**src/rtl/btn_event_if.sv**
```systemverilog
// Signal bundle between the debouncer side and the gesture classifier.
// master drives en/btn_level and reads events; slave is the classifier.
interface btn_event_if;
  logic en;
  logic btn_level;
  logic press_pulse;
  logic release_pulse;
  logic short_press;
  logic long_press;
  logic double_click;
  logic held;

  modport master (
    output en,
    output btn_level,
    input  press_pulse,
    input  release_pulse,
    input  short_press,
    input  long_press,
    input  double_click,
    input  held
  );

  modport slave (
    input  en,
    input  btn_level,
    output press_pulse,
    output release_pulse,
    output short_press,
    output long_press,
    output double_click,
    output held
  );
endinterface

```
**src/rtl/btn_event.sv**
```systemverilog
// Button gesture classifier: short / long / double-click plus press/release.
// Ports: clk, rst_n (async low), bus (slave: en, btn_level in; pulses, held out).
module btn_event #(
  parameter int LONG_CYCLES = 25000000,
  parameter int GAP_CYCLES  = 6250000
) (
  input  logic        clk,
  input  logic        rst_n,
  btn_event_if.slave  bus
);

  localparam int MAXC = (LONG_CYCLES > GAP_CYCLES) ?
                        LONG_CYCLES : GAP_CYCLES;
  localparam int CW = $clog2(MAXC + 1);

  localparam logic [CW-1:0] LONG_LAST = CW'(LONG_CYCLES - 1);
  localparam logic [CW-1:0] GAP_LAST  = CW'(GAP_CYCLES - 1);
  localparam logic [CW-1:0] CNT_SAT   = '1;

  localparam logic [2:0] IDLE      = 3'd0;
  localparam logic [2:0] PRESSED   = 3'd1;
  localparam logic [2:0] LONG_HELD = 3'd2;
  localparam logic [2:0] WAIT_GAP  = 3'd3;
  localparam logic [2:0] SECOND    = 3'd4;

  logic [2:0]    state, state_n;
  logic [CW-1:0] cnt, cnt_n, cnt_inc;
  logic          btn_prev;
  logic          p_n, r_n, s_n, l_n, d_n, h_n;

  assign cnt_inc = (cnt == CNT_SAT) ? cnt : cnt + CW'(1);

  always_comb begin
    state_n = state;
    cnt_n   = cnt;
    p_n     = 1'b0;
    r_n     = 1'b0;
    s_n     = 1'b0;
    l_n     = 1'b0;
    d_n     = 1'b0;
    if (!bus.en) begin
      state_n = IDLE;
      cnt_n   = '0;
    end else begin
      case (state)
        IDLE: begin
          if (bus.btn_level && !btn_prev) begin
            p_n     = 1'b1;
            cnt_n   = '0;
            state_n = PRESSED;
          end
        end
        PRESSED: begin
          if (!bus.btn_level) begin
            r_n     = 1'b1;
            cnt_n   = '0;
            state_n = WAIT_GAP;
          end else if (cnt == LONG_LAST) begin
            l_n     = 1'b1;
            state_n = LONG_HELD;
          end else begin
            cnt_n = cnt_inc;
          end
        end
        LONG_HELD: begin
          if (!bus.btn_level) begin
            r_n     = 1'b1;
            state_n = IDLE;
          end
        end
        WAIT_GAP: begin
          // a press on the timeout edge still counts as a double click
          if (bus.btn_level) begin
            d_n     = 1'b1;
            p_n     = 1'b1;
            state_n = SECOND;
          end else if (cnt == GAP_LAST) begin
            s_n     = 1'b1;
            state_n = IDLE;
          end else begin
            cnt_n = cnt_inc;
          end
        end
        SECOND: begin
          if (!bus.btn_level) begin
            r_n     = 1'b1;
            state_n = IDLE;
          end
        end
        default: begin
          state_n = IDLE;
          cnt_n   = '0;
        end
      endcase
    end
  end

  assign h_n = (state_n == PRESSED) ||
               (state_n == LONG_HELD) ||
               (state_n == SECOND);

  always_ff @(posedge clk or negedge rst_n) begin
    if (!rst_n) begin
      state             <= IDLE;
      cnt               <= '0;
      btn_prev          <= 1'b1;
      bus.press_pulse   <= 1'b0;
      bus.release_pulse <= 1'b0;
      bus.short_press   <= 1'b0;
      bus.long_press    <= 1'b0;
      bus.double_click  <= 1'b0;
      bus.held          <= 1'b0;
    end else begin
      state             <= state_n;
      cnt               <= cnt_n;
      btn_prev          <= bus.btn_level;
      bus.press_pulse   <= p_n;
      bus.release_pulse <= r_n;
      bus.short_press   <= s_n;
      bus.long_press    <= l_n;
      bus.double_click  <= d_n;
      bus.held          <= h_n;
    end
  end

endmodule
```
**src/flat_wrapper.sv**
```systemverilog
// flat-port wrapper written by rule: the top's interface ports become plain ports
module btn_event_flat 
#(
  parameter int LONG_CYCLES = 25000000,
  parameter int GAP_CYCLES  = 6250000
)
  (clk, rst_n, bus_en, bus_btn_level, bus_press_pulse, bus_release_pulse, bus_short_press, bus_long_press, bus_double_click, bus_held);
  btn_event_if bus_i ();
  input  logic clk;
  input  logic rst_n;
  input wire logic [$bits(bus_i.en)-1:0] bus_en;
  input wire logic [$bits(bus_i.btn_level)-1:0] bus_btn_level;
  output wire logic [$bits(bus_i.press_pulse)-1:0] bus_press_pulse;
  output wire logic [$bits(bus_i.release_pulse)-1:0] bus_release_pulse;
  output wire logic [$bits(bus_i.short_press)-1:0] bus_short_press;
  output wire logic [$bits(bus_i.long_press)-1:0] bus_long_press;
  output wire logic [$bits(bus_i.double_click)-1:0] bus_double_click;
  output wire logic [$bits(bus_i.held)-1:0] bus_held;
  assign bus_i.en = bus_en;
  assign bus_i.btn_level = bus_btn_level;
  assign bus_press_pulse = bus_i.press_pulse;
  assign bus_release_pulse = bus_i.release_pulse;
  assign bus_short_press = bus_i.short_press;
  assign bus_long_press = bus_i.long_press;
  assign bus_double_click = bus_i.double_click;
  assign bus_held = bus_i.held;
  btn_event #(.LONG_CYCLES(LONG_CYCLES), .GAP_CYCLES(GAP_CYCLES)) u_core (.clk(clk), .rst_n(rst_n), .bus(bus_i));
endmodule
```
**config.mk**
```make
export PLATFORM = sky130hd
export DESIGN_NAME = btn_event_flat
export DESIGN_NICKNAME = d
export VERILOG_FILES = /design/src/rtl/btn_event_if.sv /design/src/rtl/btn_event.sv /design/src/flat_wrapper.sv
export SDC_FILE = /design/constraint.sdc
export NUM_CORES = 1
export LEC_CHECK = 0
export ABC_AREA = 1
export BUFFER_PORTS_ARGS = -buffer_cell sky130_fd_sc_hd__buf_2
export CAP_MARGIN = 40
export CORE_UTILIZATION = 56
export DETAILED_ROUTE_END_ITERATION = 8
export HOLD_SLACK_MARGIN = 0.06
export PLACE_DENSITY_LB_ADDON = 0.3
export SKIP_CTS_REPAIR_TIMING = 1
export SLEW_MARGIN = 20
export SYNTH_ARGS = -nofsm -noshare
export SYNTH_HDL_FRONTEND = slang
export SYNTH_SLANG_ARGS = --single-unit
```
**constraint.sdc**
```tcl
create_clock -name clk -period 2.7 [get_ports clk]
set_clock_uncertainty 0.15 [all_clocks]
set_input_delay 0.405 -clock clk [delete_from_list [all_inputs] [get_ports clk]]
set_output_delay 0.405 -clock clk [all_outputs]
set_load 0.05 [all_outputs]
```
# Yosys cells after proc, flatten, opt, wreduce, memory -nomap -nowiden
# Cells that the tools add are included.
# W data, S select, Z words.
# word_totals
n_memories	0
reg_bits	35
romBits	0
elab_cells	66
mem_bits_rw	0
inputBits	4
latchBits	0
# classes
bitwise	0
n_eq_ne	15
addsub	1
div	0
n_lt_le_gt_ge	0
n_mul	0
shift	0
n_mux	33
reduce_logical	8
# op_table
op	count
$mux W25	7
$pmux W25 S4	1
$eq A25 B25 Y1 const B	2
$add A25 B1 Y25 const B	1
$eq A25 B23 Y1 const B	1
$mux W3	7
$mux W1	16
$pmux W3 S4	1
$eq A3 B2 Y1 const B	3
$eq A3 B1 Y1 const B	2
$eq A3 B3 Y1 const B	2
$ne A3 B3 Y1 const B	2
$reduce_and A5 Y1	1
$ne A4 B4 Y1 const B	1
$logic_not A3 Y1	1
$ne A3 B2 Y1 const B	1
$reduce_or A3 Y1	1
$logic_or A1 B1 Y1	2
$ne A2 B2 Y1 const B	1
$pmux W1 S2	1
$reduce_or A2 Y1	1
$logic_and A1 B1 Y1	1
$logic_not A1 Y1	1

# Depth between registers and ports, before layout
# depth
ltp_word	8
ltp_mapped	13

# Worst setup path after synthesis
# Ideal clock, no wire load.
# synth_timing
path_type	register to register
start	reg u_core.cnt[0]
end	reg u_core.cnt[4]
arrival_time_ps	1654
path_slack_ps	778
stages_incl_launch_ff	13
cell_sequence	dfrtp_1 -> ha_1 -> nand2_1 -> nor2_4 -> nand2_1 -> nor2_1 -> nand3_1 -> nand2_1 -> nor2_4 -> inv_4 -> buf_4 -> nand2_1 -> nand2_1
# synth_between
elab_chain_len	6
elab_cells_between_ends	14
# synth_rtl
item	line	source
start, declared	btn_event.sv:27	logic [CW-1:0] cnt, cnt_n, cnt_inc;
start signal, assigned	btn_event.sv:115	cnt <= cnt_n;
$add A25 B1 Y25 or $eq A25 B25 Y1 (tied branches)	btn_event.sv:31	assign cnt_inc = (cnt == CNT_SAT) ? cnt : cnt + CW'(1);
$mux W25	btn_event.sv:31	
$mux W25, on equally long branches	btn_event.sv:77, btn_event.sv:58	
$mux W25, on equally long branches	btn_event.sv:73, btn_event.sv:54	
$pmux W25 S4	btn_event.sv:45	case (state)
$mux W25	btn_event.sv:41	if (!bus.en) begin
# Parallel ways exist; a longest one is shown, timed or not. The select of a mux whose other input is x is not followed.
# A chain may end at the register's enable or synchronous reset.

# Worst setup path after layout
# layout_timing
start	reg u_core.cnt[0]
end	reg u_core.cnt[12]
# The elaborated chain is that of the path after synthesis.

==> report_table.html <==
<table>
<tr><th>Metric</th><th>Value</th></tr>
<tr><th colspan="2">Detailed routing</th></tr>
<tr><td>First DRT Iteration DRCs</td><td>168</td></tr>
<tr><td>Post-DR vias/cell</td><td>5.71</td></tr>
<tr><td>Total number of vias</td><td>2581</td></tr>
<tr><td>Number of detailed-routing iterations run before antenna repair</td><td>5</td></tr>
<tr><td>DRT antenna net count</td><td>0</td></tr>
<tr><td>Final routed wire length divided by cell count</td><td>14.8 um</td></tr>
<tr><td>Routed WL</td><td>6680 um</td></tr>
<tr><td>Post-detailed-route DRC marker count</td><td>0</td></tr>
<tr><th colspan="2">Power and ir drop</th></tr>
<tr><td>Static leakage</td><td>0.00147 uW</td></tr>
<tr><td>Share of power burned in the clock network</td><td>41.5%</td></tr>
<tr><td>Combinational cell fraction of total power</td><td>10.7%</td></tr>
<tr><td>Maximum vdd drop</td><td>0.203 mV</td></tr>
<tr><td>Cell internal pwr</td><td>841 uW</td></tr>
<tr><td>Switching component of the power</td><td>294 uW</td></tr>
<tr><td>Part of the power in registers</td><td>47.8%</td></tr>
<tr><td>Cell Pwr Density</td><td>406 mW/mm^2</td></tr>
<tr><td>Switch share</td><td>25.9%</td></tr>
<tr><th colspan="2">Synth</th></tr>
<tr><td>Yosys top cell by area</td><td>sky130_fd_sc_hd__dfrtp_1</td></tr>
<tr><td>Number of enable flip-flop cells after synthesis</td><td>0</td></tr>
<tr><td>Share of the synthesized area in the top cell type</td><td>32.9%</td></tr>
<tr><td>Dominant cells by area after synthesis</td><td>sky130_fd_sc_hd__dfrtp_1 33%, sky130_fd_sc_hd__nand2_1 19%, sky130_fd_sc_hd__nand3_1 7.9%</td></tr>
<tr><td>Net count of the mapped netlist</td><td>394</td></tr>
<tr><td>FF+latch count, synth</td><td>35</td></tr>
<tr><td>YS warnings</td><td>0</td></tr>
<tr><td>Most frequent cell after synthesis</td><td>sky130_fd_sc_hd__nand2_1</td></tr>
<tr><td>Synth Area per Inst</td><td>6.64 sq um</td></tr>
<tr><td>Post-synthesis sequential area ratio</td><td>34.0%</td></tr>
<tr><td>Post-synthesis cell count</td><td>389</td></tr>
<tr><td>Share of synthesized flip-flops with an asynchronous set or reset</td><td>100%</td></tr>
<tr><td>Main synth FF type</td><td>sky130_fd_sc_hd__dfrtp_1</td></tr>
<tr><td>Number of distinct standard cells referenced by the synthesized netlist</td><td>33</td></tr>
<tr><td>Top cells by instance count after synthesis</td><td>134 x sky130_fd_sc_hd__nand2_1, 51 x sky130_fd_sc_hd__nor2_1, 41 x sky130_fd_sc_hd__nand3_1</td></tr>
<tr><td>Post-synthesis cell area</td><td>0.00258 sq mm</td></tr>
<tr><th colspan="2">Clocking</th></tr>
<tr><td>Number of levels in the clock H-tree</td><td>2</td></tr>
<tr><td>Max clock buf depth</td><td>2</td></tr>
<tr><td>Cell at the root of the clock tree</td><td>sky130_fd_sc_hd__clkbuf_8</td></tr>
<tr><td>Clock network latency to the later pin of the worst-skew pair</td><td>0.30 ns</td></tr>
<tr><td>Clock Sinks</td><td>35</td></tr>
<tr><td>Post-CTS clock slew at the launch and capture registers of the worst setup and hold paths</td><td>0.08 ns</td></tr>
<tr><td>TritonCTS clock tree</td><td>yes</td></tr>
<tr><td>Inserted Clock Buffers</td><td>5</td></tr>
<tr><th colspan="2">GRT</th></tr>
<tr><td>Final global-route overflow total</td><td>0</td></tr>
<tr><td>Pin count of the biggest net entering global routing</td><td>36</td></tr>
<tr><td>Via count of the first global-routing pass</td><td>2437</td></tr>
<tr><td>Wire length of the first global-routing pass</td><td>11600 um</td></tr>
<tr><td>Total track usage</td><td>30.1%</td></tr>
<tr><td>Number of antenna violations at the first check in global routing</td><td>0</td></tr>
<tr><th colspan="2">Die</th></tr>
<tr><td>Area of the die</td><td>0.00489 sq mm</td></tr>
<tr><td>Vertical extent of the die</td><td>69.9 um</td></tr>
<tr><td>Placeable core area</td><td>0.00438 sq mm</td></tr>
<tr><td>I/O pin count</td><td>10</td></tr>
<tr><td>Initial Util</td><td>58.9%</td></tr>
<tr><td>Width of the chip</td><td>69.9 um</td></tr>
<tr><td>Row count</td><td>24</td></tr>
<tr><th colspan="2">Timing</th></tr>
<tr><td>Max Freq</td><td>413 MHz</td></tr>
<tr><td>Sum of negative setup slack</td><td>0 ns</td></tr>
<tr><td>Period minus WS final</td><td>2.42 ns</td></tr>
<tr><td>Transition at the pin with the smallest max-transition slack</td><td>0.535 ns</td></tr>
<tr><td>Total count of max-transition violations in the final report</td><td>0</td></tr>
<tr><td>Post-route setup slack</td><td>0.280 ns</td></tr>
<tr><td>Setup violators final</td><td>0</td></tr>
<tr><td>RSZ-0062 raised after global routing</td><td>no</td></tr>
<tr><td>Final hold violation count</td><td>0</td></tr>
<tr><td>Portion of the clock cycle consumed by the worst path in the final layout</td><td>89.6%</td></tr>
<tr><td>Rel. slew slack</td><td>64.3%</td></tr>
<tr><th colspan="2">Place</th></tr>
<tr><td>Final weighted congestion in routability-driven placement</td><td>0.989</td></tr>
<tr><td>Buffers on Ports</td><td>9</td></tr>
<tr><td>Post-Place Setup Slack</td><td>0.303 ns</td></tr>
<tr><td>Sum of net half-perimeters after detailed placement</td><td>5030 um</td></tr>
<tr><td>Post-detailed-placement cell area</td><td>0.00265 sq mm</td></tr>
<tr><th colspan="2">Critical path</th></tr>
<tr><td>FF-to-FF path depth</td><td>12</td></tr>
<tr><td>Type of element launching the critical path</td><td>register</td></tr>
<tr><td>Critical path data required time</td><td>2.78 ns</td></tr>
<tr><td>Type of the setup path with the least slack</td><td>register to register</td></tr>
<tr><td>Setup slack on the worst flop-to-flop path</td><td>0.28 ns</td></tr>
<tr><td>Reg-to-reg startpoint</td><td>u_core.cnt[0]</td></tr>
<tr><td>Endpoint arrival time on the critical path</td><td>2.50 ns</td></tr>
<tr><td>Largest fanout on the critical path</td><td>16</td></tr>
<tr><td>Endpoint of the worst setup timing path</td><td>u_core.cnt[12]</td></tr>
<tr><td>Worst Setup SP</td><td>u_core.cnt[0]</td></tr>
<tr><td>Reg-to-reg endpoint</td><td>u_core.cnt[12]</td></tr>
<tr><td>Crit. End Element</td><td>register</td></tr>
<tr><th colspan="2">Finish</th></tr>
<tr><td>Diode insertion count for antenna repair</td><td>0</td></tr>
<tr><td>Layout Area Growth over Synthesis</td><td>8.24%</td></tr>
<tr><td>Fin util</td><td>63.8%</td></tr>
<tr><td>Post-layout instance area</td><td>0.00280 sq mm</td></tr>
<tr><td>Fraction of layout instances using a drive strength above 1</td><td>10.3%</td></tr>
<tr><td>Nets</td><td>404</td></tr>
<tr><td>Area occupied by multi-input gates</td><td>0.00149 sq mm</td></tr>
<tr><td>Layout fillers</td><td>411</td></tr>
<tr><td>Area taken by flip-flops and latches</td><td>877 sq um</td></tr>
<tr><th colspan="2">Run</th></tr>
<tr><td>Maximum capacitance violations</td><td>0</td></tr>
<tr><th colspan="2">Worst hold path</th></tr>
<tr><td>Worst min path class</td><td>input pin to register</td></tr>
<tr><th colspan="2">Outcome</th></tr>
<tr><td>Run status</td><td>completed</td></tr>
</table>
## layer usage
metal | vias up | track usage, % | wire length [um]
met5 | - | 0 | 0
met4 | 0 | 10.7 | 150
met3 | 16 | 4.47 | 378
met2 | 103 | 46.4 | 3020
met1 | 1189 | 43.0 | 3130
li1 | 1273 | - | -
## flip-flops by register name, summed over array words and instances, names as in the netlist
name and cells:
u_core.bus.long_press 1, u_core.state 3, u_core.bus.release_pulse 1, u_core.cnt 25
u_core.bus.press_pulse 1, u_core.btn_prev 1, u_core.bus.double_click 1, u_core.bus.held 1
u_core.bus.short_press 1
## worst min path at each step
stage	start	endpoint	depth (start not counted)
2_1_floorplan	rst_n	u_core.bus.double_click	0
5_1_grt	bus_btn_level	u_core.btn_prev	1
3_5_place_dp	rst_n	u_core.cnt[1]	1
6_report	bus_btn_level	u_core.btn_prev	1
4_1_cts	rst_n	u_core.cnt[1]	1
3_3_place_gp	rst_n	u_core.cnt[10]	1
## worst max-delay path, cell delays in order (launching register included)
cell and delay [ns]:
sky130_fd_sc_hd__dfrtp_1 0.44, sky130_fd_sc_hd__ha_1 0.32, sky130_fd_sc_hd__nand2_1 0.15, sky130_fd_sc_hd__nor2_4 0.16
sky130_fd_sc_hd__nand2_1 0.07, sky130_fd_sc_hd__nor2_1 0.19, sky130_fd_sc_hd__nand3_1 0.14, sky130_fd_sc_hd__nand2_1 0.14
sky130_fd_sc_hd__nor2_4 0.04, sky130_fd_sc_hd__buf_4 0.18, sky130_fd_sc_hd__nand2_2 0.15, sky130_fd_sc_hd__o21ai_1 0.09
sky130_fd_sc_hd__nor2_1 0.13
## placed cells by master (no fill, tap or decap), types with 4 or more instances in the layout
master and instances:
sky130_fd_sc_hd__nor2_4 5, sky130_fd_sc_hd__clkbuf_8 5, sky130_fd_sc_hd__dfrtp_1 34, sky130_fd_sc_hd__a21oi_1 4, sky130_fd_sc_hd__o21ai_1 6, sky130_fd_sc_hd__o211a_1 7
sky130_fd_sc_hd__inv_1 36, sky130_fd_sc_hd__o21ai_0 7, sky130_fd_sc_hd__xor2_1 11, sky130_fd_sc_hd__buf_2 9, sky130_fd_sc_hd__nor3_1 4, sky130_fd_sc_hd__nor2_1 51
sky130_fd_sc_hd__nand3_1 41, sky130_fd_sc_hd__nand2_2 5, sky130_fd_sc_hd__nand2_1 134, sky130_fd_sc_hd__nand4_1 8
## layout make-up
type | instances | share of cell area [%]
clock inverters | 1 | 1.07
multi-input cells | 303 | 53.3
clock buffers | 7 | 2.73
inverters | 40 | 5.46
flip-flops and latches | 35 | 31.4
well taps | 52 | 2.33
repair buffers | 14 | 3.76
## logic make-up (layout without fill, tap and decap cells)
logic type / Yosys count / count (layout) / synth area share, %
XOR/XNOR: 12 / 12 / 4.07
buffers and inverters: 51 / 62 / 8.38
AO/OA/AOI/OAI: 32 / 32 / 8.33
adder cells (fa/ha/maj): 1 / 1 / 0.484
flip-flops: 35 / 35 / 34.0
AND/OR/NAND/NOR: 258 / 258 / 44.8
## power by group through the flow
stage / combinational [uW] / sequential, uW / clock, uW
after floorplan: 71.9 / 557 / 0
after global placement: 112 / 552 / 0
after detailed placement: 114 / 552 / 0
after CTS: 115 / 542 / 476
after global routing: 136 / 543 / 497
final: 121 / 543 / 471
## metrics by stage
step                std cells  hold slack, ns  power (uW)
CTS                       450          0.0656        1130
floorplan                 389         -0.0406         629
detailed placement        442           0.389         666
finish                    452           0.266        1130
global route              452           0.276        1180
global placement          442           0.371         664
(Power assumes the default switching activity.)
